`src/rtl/multdiv_ctrl_if.sv`:
```
// Bundle between the X-stage sequencer, the pipeline control and the shared multiplier/divider.
// master: the sequencer; slave: the pipeline and multdiv side that drive it.
interface multdiv_ctrl_if;
    logic [31:0] instruction_x;
    logic        valid_x;
    logic        flush_x;
    logic [31:0] operand_a;
    logic [31:0] operand_b;
    logic [31:0] md_result;
    logic        md_ready;
    logic        md_exception;
    logic        ctrl_mult;
    logic        ctrl_div;
    logic [31:0] md_a;
    logic [31:0] md_b;
    logic        stall;
    logic        result_valid;
    logic [31:0] result_out;
    logic [4:0]  rd_out;
    logic        exc_out;
    logic [31:0] rstatus_code;
    logic        busy;

    modport master (
        input  instruction_x, valid_x, flush_x, operand_a, operand_b,
               md_result, md_ready, md_exception,
        output ctrl_mult, ctrl_div, md_a, md_b, stall, result_valid,
               result_out, rd_out, exc_out, rstatus_code, busy
    );

    modport slave (
        output instruction_x, valid_x, flush_x, operand_a, operand_b,
               md_result, md_ready, md_exception,
        input  ctrl_mult, ctrl_div, md_a, md_b, stall, result_valid,
               result_out, rd_out, exc_out, rstatus_code, busy
    );
endinterface

```
`src/rtl/multdiv_ctrl.sv`:
```
// Execute-stage sequencer: launches mul/div on the shared multi-cycle unit, stalls the
// pipeline until ready or timeout, then presents the result for one cycle.
module multdiv_ctrl #(
    parameter int unsigned TIMEOUT = 40
) (
    input  logic                 clock,
    input  logic                 reset,
    multdiv_ctrl_if.master       io_md
);
    localparam int unsigned CNT_W   = $clog2(TIMEOUT + 1);
    localparam int unsigned XLEN    = 32;
    localparam int unsigned RD_W    = 5;
    localparam logic [4:0]  ALU_MUL = 5'b00110;
    localparam logic [4:0]  ALU_DIV = 5'b00111;

    typedef enum logic [1:0] {
        S_IDLE  = 2'd0,
        S_START = 2'd1,
        S_WAIT  = 2'd2,
        S_DONE  = 2'd3
    } state_t;

    state_t            r_state;
    state_t            w_state_nxt;
    logic              r_op_div,       w_op_div_nxt;
    logic [XLEN-1:0]   r_md_a,         w_md_a_nxt;
    logic [XLEN-1:0]   r_md_b,         w_md_b_nxt;
    logic [RD_W-1:0]   r_rd,           w_rd_nxt;
    logic [XLEN-1:0]   r_result,       w_result_nxt;
    logic              r_exc,          w_exc_nxt;
    logic [XLEN-1:0]   r_rstatus,      w_rstatus_nxt;
    logic [CNT_W-1:0]  r_cnt,          w_cnt_nxt;
    logic              r_ctrl_mult,    w_ctrl_mult_nxt;
    logic              r_ctrl_div,     w_ctrl_div_nxt;
    logic              r_result_valid, w_result_valid_nxt;
    logic              r_busy,         w_busy_nxt;

    logic              w_rtype;
    logic              w_is_mul;
    logic              w_is_div;
    logic              w_launch;
    logic              w_timeout;
    logic [XLEN-1:0]   w_exc_code;
    logic              w_unused_instr_bits;

    // Decode; launch is gated by reset so stall drops the moment reset asserts
    assign w_rtype    = (io_md.instruction_x[31:27] == 5'b00000);
    assign w_is_mul   = w_rtype && (io_md.instruction_x[6:2] == ALU_MUL);
    assign w_is_div   = w_rtype && (io_md.instruction_x[6:2] == ALU_DIV);
    assign w_launch   = reset && (r_state == S_IDLE) && io_md.valid_x && !io_md.flush_x
                        && (w_is_mul || w_is_div);
    assign w_timeout  = (r_cnt == CNT_W'(TIMEOUT - 1));
    assign w_exc_code = r_op_div ? XLEN'(5) : XLEN'(4);

    assign w_unused_instr_bits = ^{io_md.instruction_x[21:7], io_md.instruction_x[1:0]};

    // State register and all registered outputs
    always_ff @(posedge clock or negedge reset) begin
        if (!reset) begin
            r_state        <= S_IDLE;
            r_op_div       <= 1'b0;
            r_md_a         <= '0;
            r_md_b         <= '0;
            r_rd           <= '0;
            r_result       <= '0;
            r_exc          <= 1'b0;
            r_rstatus      <= '0;
            r_cnt          <= '0;
            r_ctrl_mult    <= 1'b0;
            r_ctrl_div     <= 1'b0;
            r_result_valid <= 1'b0;
            r_busy         <= 1'b0;
        end else begin
            r_state        <= w_state_nxt;
            r_op_div       <= w_op_div_nxt;
            r_md_a         <= w_md_a_nxt;
            r_md_b         <= w_md_b_nxt;
            r_rd           <= w_rd_nxt;
            r_result       <= w_result_nxt;
            r_exc          <= w_exc_nxt;
            r_rstatus      <= w_rstatus_nxt;
            r_cnt          <= w_cnt_nxt;
            r_ctrl_mult    <= w_ctrl_mult_nxt;
            r_ctrl_div     <= w_ctrl_div_nxt;
            r_result_valid <= w_result_valid_nxt;
            r_busy         <= w_busy_nxt;
        end
    end

    // Next state and next registered outputs
    always_comb begin
        w_state_nxt        = r_state;
        w_op_div_nxt       = r_op_div;
        w_md_a_nxt         = r_md_a;
        w_md_b_nxt         = r_md_b;
        w_rd_nxt           = r_rd;
        w_result_nxt       = r_result;
        w_exc_nxt          = r_exc;
        w_rstatus_nxt      = r_rstatus;
        w_cnt_nxt          = r_cnt;
        w_ctrl_mult_nxt    = 1'b0;
        w_ctrl_div_nxt     = 1'b0;
        w_result_valid_nxt = 1'b0;

        case (r_state)
            S_IDLE: begin
                if (w_launch) begin
                    w_md_a_nxt      = io_md.operand_a;
                    w_md_b_nxt      = io_md.operand_b;
                    w_rd_nxt        = io_md.instruction_x[26:22];
                    w_op_div_nxt    = w_is_div;
                    w_ctrl_mult_nxt = !w_is_div;
                    w_ctrl_div_nxt  = w_is_div;
                    w_state_nxt     = S_START;
                end
            end
            S_START: begin
                w_cnt_nxt   = '0;
                w_state_nxt = S_WAIT;
            end
            S_WAIT: begin
                w_cnt_nxt = r_cnt + CNT_W'(1);
                if (io_md.md_ready) begin
                    w_result_nxt       = io_md.md_result;
                    w_exc_nxt          = io_md.md_exception;
                    w_rstatus_nxt      = io_md.md_exception ? w_exc_code : '0;
                    w_result_valid_nxt = 1'b1;
                    w_state_nxt        = S_DONE;
                end else if (w_timeout) begin
                    w_result_nxt       = '0;
                    w_exc_nxt          = 1'b1;
                    w_rstatus_nxt      = w_exc_code;
                    w_result_valid_nxt = 1'b1;
                    w_state_nxt        = S_DONE;
                end
            end
            S_DONE: begin
                // exception status is only meaningful alongside the completion strobe
                w_exc_nxt     = 1'b0;
                w_rstatus_nxt = '0;
                w_state_nxt   = S_IDLE;
            end
            default: w_state_nxt = S_IDLE;
        endcase

        w_busy_nxt = (w_state_nxt != S_IDLE);
    end

    assign io_md.stall        = w_launch || (r_state == S_START) || (r_state == S_WAIT);
    assign io_md.busy         = r_busy;
    assign io_md.ctrl_mult    = r_ctrl_mult;
    assign io_md.ctrl_div     = r_ctrl_div;
    assign io_md.md_a         = r_md_a;
    assign io_md.md_b         = r_md_b;
    assign io_md.result_valid = r_result_valid;
    assign io_md.result_out   = r_result;
    assign io_md.rd_out       = r_rd;
    assign io_md.exc_out      = r_exc;
    assign io_md.rstatus_code = r_rstatus;
endmodule

```
`src/flat_wrapper.sv`:
```
// flat-port wrapper written by rule: the top's interface ports become plain ports
module multdiv_ctrl_flat 
#(
    parameter int unsigned TIMEOUT = 40
)
  (clock, reset, io_md_instruction_x, io_md_valid_x, io_md_flush_x, io_md_operand_a, io_md_operand_b, io_md_md_result, io_md_md_ready, io_md_md_exception, io_md_ctrl_mult, io_md_ctrl_div, io_md_md_a, io_md_md_b, io_md_stall, io_md_result_valid, io_md_result_out, io_md_rd_out, io_md_exc_out, io_md_rstatus_code, io_md_busy);
  multdiv_ctrl_if io_md_i ();
  input  logic clock;
  input  logic reset;
  input wire logic [$bits(io_md_i.instruction_x)-1:0] io_md_instruction_x;
  input wire logic [$bits(io_md_i.valid_x)-1:0] io_md_valid_x;
  input wire logic [$bits(io_md_i.flush_x)-1:0] io_md_flush_x;
  input wire logic [$bits(io_md_i.operand_a)-1:0] io_md_operand_a;
  input wire logic [$bits(io_md_i.operand_b)-1:0] io_md_operand_b;
  input wire logic [$bits(io_md_i.md_result)-1:0] io_md_md_result;
  input wire logic [$bits(io_md_i.md_ready)-1:0] io_md_md_ready;
  input wire logic [$bits(io_md_i.md_exception)-1:0] io_md_md_exception;
  output wire logic [$bits(io_md_i.ctrl_mult)-1:0] io_md_ctrl_mult;
  output wire logic [$bits(io_md_i.ctrl_div)-1:0] io_md_ctrl_div;
  output wire logic [$bits(io_md_i.md_a)-1:0] io_md_md_a;
  output wire logic [$bits(io_md_i.md_b)-1:0] io_md_md_b;
  output wire logic [$bits(io_md_i.stall)-1:0] io_md_stall;
  output wire logic [$bits(io_md_i.result_valid)-1:0] io_md_result_valid;
  output wire logic [$bits(io_md_i.result_out)-1:0] io_md_result_out;
  output wire logic [$bits(io_md_i.rd_out)-1:0] io_md_rd_out;
  output wire logic [$bits(io_md_i.exc_out)-1:0] io_md_exc_out;
  output wire logic [$bits(io_md_i.rstatus_code)-1:0] io_md_rstatus_code;
  output wire logic [$bits(io_md_i.busy)-1:0] io_md_busy;
  assign io_md_i.instruction_x = io_md_instruction_x;
  assign io_md_i.valid_x = io_md_valid_x;
  assign io_md_i.flush_x = io_md_flush_x;
  assign io_md_i.operand_a = io_md_operand_a;
  assign io_md_i.operand_b = io_md_operand_b;
  assign io_md_i.md_result = io_md_md_result;
  assign io_md_i.md_ready = io_md_md_ready;
  assign io_md_i.md_exception = io_md_md_exception;
  assign io_md_ctrl_mult = io_md_i.ctrl_mult;
  assign io_md_ctrl_div = io_md_i.ctrl_div;
  assign io_md_md_a = io_md_i.md_a;
  assign io_md_md_b = io_md_i.md_b;
  assign io_md_stall = io_md_i.stall;
  assign io_md_result_valid = io_md_i.result_valid;
  assign io_md_result_out = io_md_i.result_out;
  assign io_md_rd_out = io_md_i.rd_out;
  assign io_md_exc_out = io_md_i.exc_out;
  assign io_md_rstatus_code = io_md_i.rstatus_code;
  assign io_md_busy = io_md_i.busy;
  multdiv_ctrl #(.TIMEOUT(TIMEOUT)) u_core (.clock(clock), .reset(reset), .io_md(io_md_i));
endmodule
```
`config.mk`:
```
export PLATFORM = sky130hd
export DESIGN_NAME = multdiv_ctrl_flat
export DESIGN_NICKNAME = d
export VERILOG_FILES = /design/src/rtl/multdiv_ctrl_if.sv /design/src/rtl/multdiv_ctrl.sv /design/src/flat_wrapper.sv
export SDC_FILE = /design/constraint.sdc
export NUM_CORES = 1
export LEC_CHECK = 0
export BUFFER_PORTS_ARGS = -buffer_cell sky130_fd_sc_hd__buf_2
export CAP_MARGIN = 20
export CORE_MARGIN = 2
export CORE_UTILIZATION = 44
export DETAILED_ROUTE_END_ITERATION = 16
export PLACE_DENSITY = 0.8
export SLEW_MARGIN = 20
export SYNTH_ARGS = -nofsm -noshare
export SYNTH_HDL_FRONTEND = slang
export SYNTH_SLANG_ARGS = --single-unit
```
`constraint.sdc`:
```
create_clock -name clock -period 3.6 [get_ports clock]
set_input_delay 0.9 -clock clock [delete_from_list [all_inputs] [get_ports clock]]
set_output_delay 0.9 -clock clock [all_outputs]
set_load 0.03 [all_outputs]
```
==> run metrics <==
register clock-pin slew on the reported worst setup and hold paths 0.05 ns; Commonest cells post-synth 213 x nand2_1, 116 x dfrtp_1, 32 x a22o_1, 32 x buf_4, 9 x buf_2; Syn Area/Cell 10.0 um^2; final setup skew 0.00805 ns; RSZ-0062 raised after global routing no; total track usage 0.201; Worst R2R Setup Slack 1.41 ns; footprint of the multi-input gates 1580 um^2; first-pass GRT wire length 18,400 um; Die ar. 11,700 um^2; Setup violations, final 0; Synth Flop Type dfrtp_1; Pleak 3.89 nW; fill count 907; post-cts gate resize count 0; vias 3,992; TritonCTS clock tree done; worst setup path class primary input to output port; antenna violations before repair 0; clock buffer depth 2; hold_sp u_core.io_md.md_a[3]; Cell variety after synth 34; width of the die 108 um; flops & latches, synth 116; # diodes 0; final hold vios 0; Nets 841; Site Rows 38; Final min period 3.09 ns; layout cells sized above 1 0.371; Yosys top cell area share 0.607; Post-synth EDFFs 0; Clock Latency Late Sink 0.50 ns; Slew Limit Headroom 0.418; Area Overhead vs Synth 36.1%; cells after synthesis 478; MaxCap Viol Count 0; Async SR Flop Fraction 1.00; io pins 273; critical path fanouts, max 4; reg-to-reg critical path startpoint u_core.r_state[0]; chip height 108 um; WL/cell 13.6 um; Core Box Area 10,700 um^2; vias in the first global route 3,946; sequential area share after synthesis 0.607; Slew @ Worst Pin 0.874 ns; hold depth 2; Pwr Density 723 nW/um^2; fin crit share 0.857; Peak VDD IR 0.447 mV; PortBufs 225; WHS 0.459 ns; Critical Path AT 2.19 ns; First-pass DRT Iterations 4; CP Capture Type output port; Detailed Place HPWL 8450 um; hold endpoint u_core.io_md.md_a[3]; register area 2900 um^2; GP Congestion 0.777; Synth area leaders dfrtp_1 61%, nand2_1 17%, a22o_1 5.9%; # hold bufs at CTS 0; GRT Residual Overflow 0; Root Driver clkbuf_8; Max Transition Viols Final 0; number of setup buffers added after CTS 0; leading area contributor after synthesis dfrtp_1; TritonCTS Sinks 116; largest net degree at the start of global routing 73; status finished clean; most frequent cell after synthesis nand2_1; drt drc 0; Worst Path Required 2.70 ns; DRT iter0 DRCs 236; Yosys Warn Count 0; CTS Buf Count 17; critical path startpoint category primary input; H-tree depth 4; Total Wirelength 11,700 um; reg2reg path depth 7; vias per cell 4.67; initial core utilization 0.447; synthesized cell area 4780 um^2; antenna-violating nets left 0; class of the worst hold path flop to flop; FMAX 324 MHz; R2R Path End u_core.io_md.md_b[11]; TNS Setup 0 ns
-- how the worst max path moves through the flow --
| stage | start | to | slack [ns] |
|---|---|---|---|
| 2_1_floorplan | io_md_instruction_x[27] | io_md_stall | 0.33 |
| 3_3_place_gp | io_md_instruction_x[27] | io_md_stall | 0.54 |
| 3_5_place_dp | io_md_instruction_x[27] | io_md_stall | 0.51 |
| 4_1_cts | io_md_instruction_x[27] | io_md_stall | 0.51 |
| 5_1_grt | io_md_instruction_x[27] | io_md_stall | 0.45 |
| 6_report | io_md_instruction_x[27] | io_md_stall | 0.51 |
-- cells in the final DEF, fill, tap and decap left out, types with 2 or more instances in the layout --
cell type    n
a21oi_1      4
a22o_1      32
buf_2      224
buf_4        7
bufinv_16    5
clkbuf_1     2
clkbuf_16   16
clkbuf_8     5
clkinv_2     3
conb_1      30
dfrtp_1    116
ha_1         6
inv_1        7
mux2i_1      2
nand2_1    213
nand3_1      7
nor2_1       7
o21ai_0      5
or3_1        2
-- layout make-up --
| cell class | instances | share of cell area |
|---|---|---|
| tap | 140 | 0.0269 |
| clock inverter | 9 | 0.0266 |
| sequential | 116 | 0.446 |
| timing repair buffer | 231 | 0.180 |
| inverter | 7 | 0.00404 |
| multi-input combinational | 328 | 0.242 |
| clock buffer | 23 | 0.0733 |
-- worst max-delay path: stages --
cell,delay [ns]
buf_2,0.10
or4_4,0.57
nor4_4,0.28
or3_1,0.14
buf_2,0.19
-- registers in the layout (all words and copies together) (netlist names) --
register / flops
u_core.io_md.result_valid: 1
u_core.io_md.result_out: 32
u_core.io_md.ctrl_div: 1
u_core.io_md.ctrl_mult: 1
u_core.io_md.busy: 1
u_core.io_md.md_a: 32
u_core.io_md.rstatus_code: 2
u_core.io_md.md_b: 32
u_core.r_state: 2
u_core.io_md.rd_out: 5
u_core.r_op_div: 1
u_core.r_cnt: 6
-- power by group --
group | internal, W | switching (W) | total [W]
logic | 0.000420 | 0.000822 | 0.00124
registers | 0.00152 | 0.000119 | 0.00164
clock network | 0.00126 | 0.000557 | 0.00182
total | 0.00320 | 0.00150 | 0.00470
-- kinds of logic (layout without fill, tap and decap cells) --
logic type | count (synthesis) | count (layout) | share of synthesized area
AO/OA/AOI/OAI | 47 | 47 | 0.0767
XOR/XNOR | 1 | 1 | 0.00183
adder cells (fa/ha/maj) | 6 | 6 | 0.0157
buffers and inverters | 63 | 270 | 0.0880
flip-flops | 116 | 116 | 0.607
multiplexers | 2 | 2 | 0.00419
other | 1 | 30 | 0.000785
AND/OR/NAND/NOR | 242 | 242 | 0.205
-- per-stage QoR --
stage | std cells | utilization | area (um^2) | worst slack, ns | power (W)
2_1_floorplan | 507 | - | 4890 | 0.328 | 0.00254
4_1_cts | 854 | 0.608 | 6500 | 0.507 | 0.00475
3_5_place_dp | 822 | 0.547 | 5850 | 0.510 | 0.00290
5_1_grt | 854 | 0.608 | 6500 | 0.455 | 0.00493
6_report | 854 | 0.608 | 6500 | 0.514 | 0.00470
3_3_place_gp | 822 | 0.547 | 5850 | 0.539 | 0.00286
-- routing by layer --
layer,GRT usage,vias up,wire length (um)
met2,0.346,149,6020
met4,0.0723,0,218
li1,-,1920,-
met1,0.241,1905,4650
met3,0.0561,18,771
met5,0,-,0
Power figures use the tool's default switching activity.
